**src/rtl/merge_seq_ctrl.sv**
```systemverilog
// Sequencer for an external two-block merge unit: collects blocks A and B, strobes them in, waits out the merge latency, holds the result.
// Optional input-order checking is built when MERGE_ORDER_CHECK_EN is defined; otherwise err is tied low.
module merge_seq_ctrl #(
  parameter int WIDTH     = 8,
  parameter int N         = 4,
  parameter int MERGE_LAT = 2
) (
  input  logic                   clk,
  input  logic                   rst,
  input  logic                   in_valid,
  output logic                   in_ready,
  input  logic [N*WIDTH-1:0]     in_data,
  output logic [1:0]             m_load,
  output logic [2*N*WIDTH-1:0]   m_inba,
  input  logic [2*N*WIDTH-1:0]   m_c,
  output logic                   out_valid,
  input  logic                   out_ready,
  output logic [2*N*WIDTH-1:0]   out_data,
  output logic                   busy,
  output logic [15:0]            blk_cnt,
  output logic                   err
);

  localparam int BW = N * WIDTH;
  localparam logic [3:0] LAT_M1 = 4'(MERGE_LAT - 1);

  typedef enum logic [2:0] {IDLE, GET_B, LOAD_A, LOAD_B, WAIT, OUT} state_t;

  state_t            r_state;
  state_t            w_next;
  logic [BW-1:0]     r_a;
  logic [BW-1:0]     r_b;
  logic [2*BW-1:0]   r_out;
  logic [3:0]        r_cnt;
  logic [15:0]       r_blk_cnt;
  logic              r_in_ready;
  logic              w_acc;

  assign w_acc = in_valid && r_in_ready;

  always_comb begin
    w_next    = r_state;
    m_load    = 2'b00;
    out_valid = 1'b0;
    case (r_state)
      IDLE:   if (w_acc) w_next = GET_B;
      GET_B:  if (w_acc) w_next = LOAD_A;
      LOAD_A: begin
        m_load = 2'b01;
        w_next = LOAD_B;
      end
      LOAD_B: begin
        m_load = 2'b10;
        w_next = WAIT;
      end
      WAIT:   if (r_cnt == 4'd0) w_next = OUT;
      OUT: begin
        out_valid = 1'b1;
        if (out_ready) w_next = IDLE;
      end
      default: w_next = IDLE;
    endcase
  end

  // in_ready is registered so it stays low through reset and rises on the first edge after it
  always_ff @(posedge clk or posedge rst) begin
    if (rst) begin
      r_state    <= IDLE;
      r_in_ready <= 1'b0;
      r_a        <= '0;
      r_b        <= '0;
      r_out      <= '0;
      r_cnt      <= '0;
      r_blk_cnt  <= '0;
    end else begin
      r_state    <= w_next;
      r_in_ready <= (w_next == IDLE) || (w_next == GET_B);
      if (r_state == IDLE && w_acc) r_a <= in_data;
      if (r_state == GET_B && w_acc) r_b <= in_data;
      if (r_state == LOAD_B) r_cnt <= LAT_M1;
      else if (r_state == WAIT && r_cnt != 4'd0) r_cnt <= r_cnt - 4'd1;
      if (r_state == WAIT && r_cnt == 4'd0) r_out <= m_c;
      if (r_state == OUT && out_ready) r_blk_cnt <= r_blk_cnt + 16'd1;
    end
  end

  assign in_ready = r_in_ready;
  assign m_inba   = {r_b, r_a};
  assign out_data = r_out;
  assign busy     = (r_state != IDLE);
  assign blk_cnt  = r_blk_cnt;

`ifdef MERGE_ORDER_CHECK_EN
  logic w_unsorted;
  logic r_err;

  always_comb begin
    w_unsorted = 1'b0;
    for (int i = 0; i < N - 1; i++) begin
      if (in_data[i*WIDTH +: WIDTH] > in_data[(i+1)*WIDTH +: WIDTH]) w_unsorted = 1'b1;
    end
  end

  always_ff @(posedge clk or posedge rst) begin
    if (rst) r_err <= 1'b0;
    else if (w_acc && w_unsorted) r_err <= 1'b1;
  end

  assign err = r_err;
`else
  assign err = 1'b0;
`endif

endmodule

```
**config.mk**
```make
export PLATFORM = sky130hd
export DESIGN_NAME = merge_seq_ctrl
export DESIGN_NICKNAME = d
export VERILOG_FILES = /design/src/rtl/merge_seq_ctrl.sv
export SDC_FILE = /design/constraint.sdc
export NUM_CORES = 1
export LEC_CHECK = 0
export CORE_MARGIN = 3
export CORE_UTILIZATION = 38
export DETAILED_ROUTE_END_ITERATION = 16
export PLACE_DENSITY = 0.76
export SLEW_MARGIN = 5
export SYNTH_ARGS = -nofsm -noshare
export SYNTH_HDL_FRONTEND = slang
export SYNTH_SLANG_ARGS = --single-unit
```
**constraint.sdc**
```tcl
create_clock -name clk -period 4.9 [get_ports clk]
set_clock_uncertainty 0.05 [all_clocks]
set_input_delay 0.98 -clock clk [delete_from_list [all_inputs] [get_ports clk]]
set_output_delay 0.98 -clock clk [all_outputs]
set_load 0.005 [all_outputs]
```
==> results_dict.tcl <==
set metrics [dict create \
    outcome "completed" \
    drive_gt1_share_pct 25.9 \
    critPathMaxFanout 9 \
    wirelength_mm 14.4 \
    hpwl_mm 10.3 \
    drv_slew 0 \
    regArea_sq_mm 0.00380 \
    drt_iter0_markers 132 \
    grt_max_degree 153 \
    multi_input_area_sq_mm 0.00199 \
    die_w_microns 131 \
    synth_top_area_share_pct 64.5 \
    async_reset_ff_share_pct 100 \
    avgSynthCellArea_sq_um 15.3 \
    syn_inst 386 \
    ys_top_cells_by_area "dfrtp_1, mux2_2, xnor2_1" \
    fill_cells 1132 \
    via_per_inst 4.85 \
    finalPower_uw 5840 \
    cap_violations 0 \
    grtUsageTotal_pct 17.2 \
    reg2reg_depth 4 \
    clockBufferDepth 2 \
    worstPathArrival_ps 1990 \
    min_period_ps 3020 \
    floorplan.initialDensity_pct 39.6 \
    fin_util_pct 62.1 \
    yosys_warnings 0 \
    seq_area_frac_synth_pct 64.5 \
    endpoint "m_load[1]" \
    criticalPathCategory "reg2out" \
    nNetsFinal 743 \
    max_freq_ghz 0.331 \
    path_clk_slew_ps 60 \
    core_sq_mm 0.0149 \
    worst_pin_slew_ps 775 \
    io_pins 250 \
    power_density_mw_per_mm2 632 \
    cts_tree "built" \
    route.detailed.drc 0 \
    reg2reg_slack_ps 2270 \
    period_share_pct 61.6 \
    cts-root-buf "clkbuf_16" \
    rsz0062_at_grt "no" \
    antenna_found_initial 0 \
    vdd_drop_max_mv 0.361 \
    synth_seq_cells 152 \
    setup_viol 0 \
    num_antenna_cells 0 \
    yosysMostFrequentCell "dfrtp_1" \
    postCtsHoldBufs 0 \
    synth_area_leader_cell "dfrtp_1" \
    post_cts_buffers 0 \
    startpoint "r_state[0]" \
    fin_tns_setup_ps 0 \
    relSlewSlack_pct 48.3 \
    ant_nets 0 \
    r2r_start "r_state[2]" \
    synth_ff_type "dfrtp_1" \
    wl_per_cell_microns 17.2 \
    fin_hold_ws_ps 435 \
    gr-total-overflow 0 \
    yosysUniqueCellTypes 31 \
    synth_nets 489 \
    cts_resized 0 \
    clk_latency_ps 410 \
    synth_common_cells "dfrtp_1, mux2_2, nand2_1" \
    htree_levels 4 \
    worst_setup_path_end_kind "output pin" \
    numCtsBuffers 17 \
    p_leak_uw 0.00391 \
    place.gp.congestion 0.765 \
    r2r_end "out_data[2]" \
    dr.pass1.iters 4 \
    die_y_microns 131 \
    syn_area_sq_mm 0.00589 \
    grt_pass1_vias 4437 \
    syn_to_final_growth_pct 56.7 \
    io_buffers 248 \
    crit_required_ps 3870 \
    min_path_type "reg2reg" \
    die-area_sq_mm 0.0170 \
    startpoint_type "register" \
    rows 44 \
    final_hold_viol_count 0 \
    grt_pass1_wl_mm 23.0 \
    vias 4061 \
    synth-edff-count 0 \
    cts_sinks 152 \
]
[state kept, by name, summed over array words and instances (netlist names)]
signal    flops
out_data     64
r_a          32
r_b          32
blk_cnt      16
r_cnt         4
r_state       3
in_ready      1
[logic make-up after synthesis]
family	count (synthesis)	synth area share, %
flops	152	64.5
mux	128	24.5
simple gates	54	4.82
buf+inv	23	1.87
xor+xnor	18	2.80
compound gates	7	0.807
fa+ha+maj	3	0.637
other cells	1	0.0636
[metrics by stage]
step,instance area (sq um),cells,setup WS [ps]
after floorplan,5900,386,1950
after global placement,8570,805,1980
after detailed placement,8570,805,1950
after CTS,9230,837,1880
after global routing,9230,837,1770
final,9230,837,1880
[critical path: stages, from the launching register on]
cell and delay, ps:
dfrtp_1 540, nand2_1 110, nor2_1 310, clkdlybuf4s50_1 630
[layer usage]
layer	up-vias	track usage (%)	routed length, microns
met5	-	0	0
met3	23	7.03	1310
met2	161	29.5	7400
met1	2029	19.5	5410
met4	0	6.11	264
li1	1848	-	-
[worst min-delay path by stage]
stage	from	to	slack, ps	cells past startpoint
floorplan	blk_cnt[15]	blk_cnt[15]	420	1
global placement	blk_cnt[15]	blk_cnt[15]	420	1
detailed placement	blk_cnt[15]	blk_cnt[15]	420	1
CTS	blk_cnt[15]	blk_cnt[15]	430	1
global route	blk_cnt[13]	blk_cnt[13]	470	1
finish	blk_cnt[15]	blk_cnt[15]	430	1
[cell usage in the layout, fill, tap and decap left out, drive strengths merged, types with 2 or more instances in the layout]
| cell | synthesis | layout |
|---|---|---|
| nor3 | 6 | 6 |
| nand2b | 2 | 2 |
| inv | 6 | 5 |
| clkbuf | 2 | 19 |
| nand2 | 15 | 15 |
| nand3 | 8 | 8 |
| clkinvlp | 0 | 4 |
| xor2 | 7 | 7 |
| buf | 15 | 4 |
| nor2 | 12 | 12 |
| bufinv | 0 | 6 |
| a21oi | 2 | 2 |
| mux2 | 128 | 128 |
| clkdlybuf4s50 | 0 | 248 |
| xnor2 | 11 | 11 |
| clkinv | 0 | 4 |
| dfrtp | 152 | 152 |
| nand4 | 4 | 4 |
| ha | 3 | 3 |
[power breakdown]
part	total, uW	internal, uW	leakage (uW)	switching [uW]
clock	1450	953	0.000313	494
combinational	2210	1540	0.00178	677
sequential	2180	1840	0.00182	339
[final cells by class]
class	count	area share (%)
clock buffer	19	4.69
clock inverter	13	2.45
inverter	6	0.285
multi-input combinational	211	21.5
sequential	152	41.2
tap	184	2.49
timing repair buffer	252	27.3
Note: power is estimated with default switching activity, not from simulation.
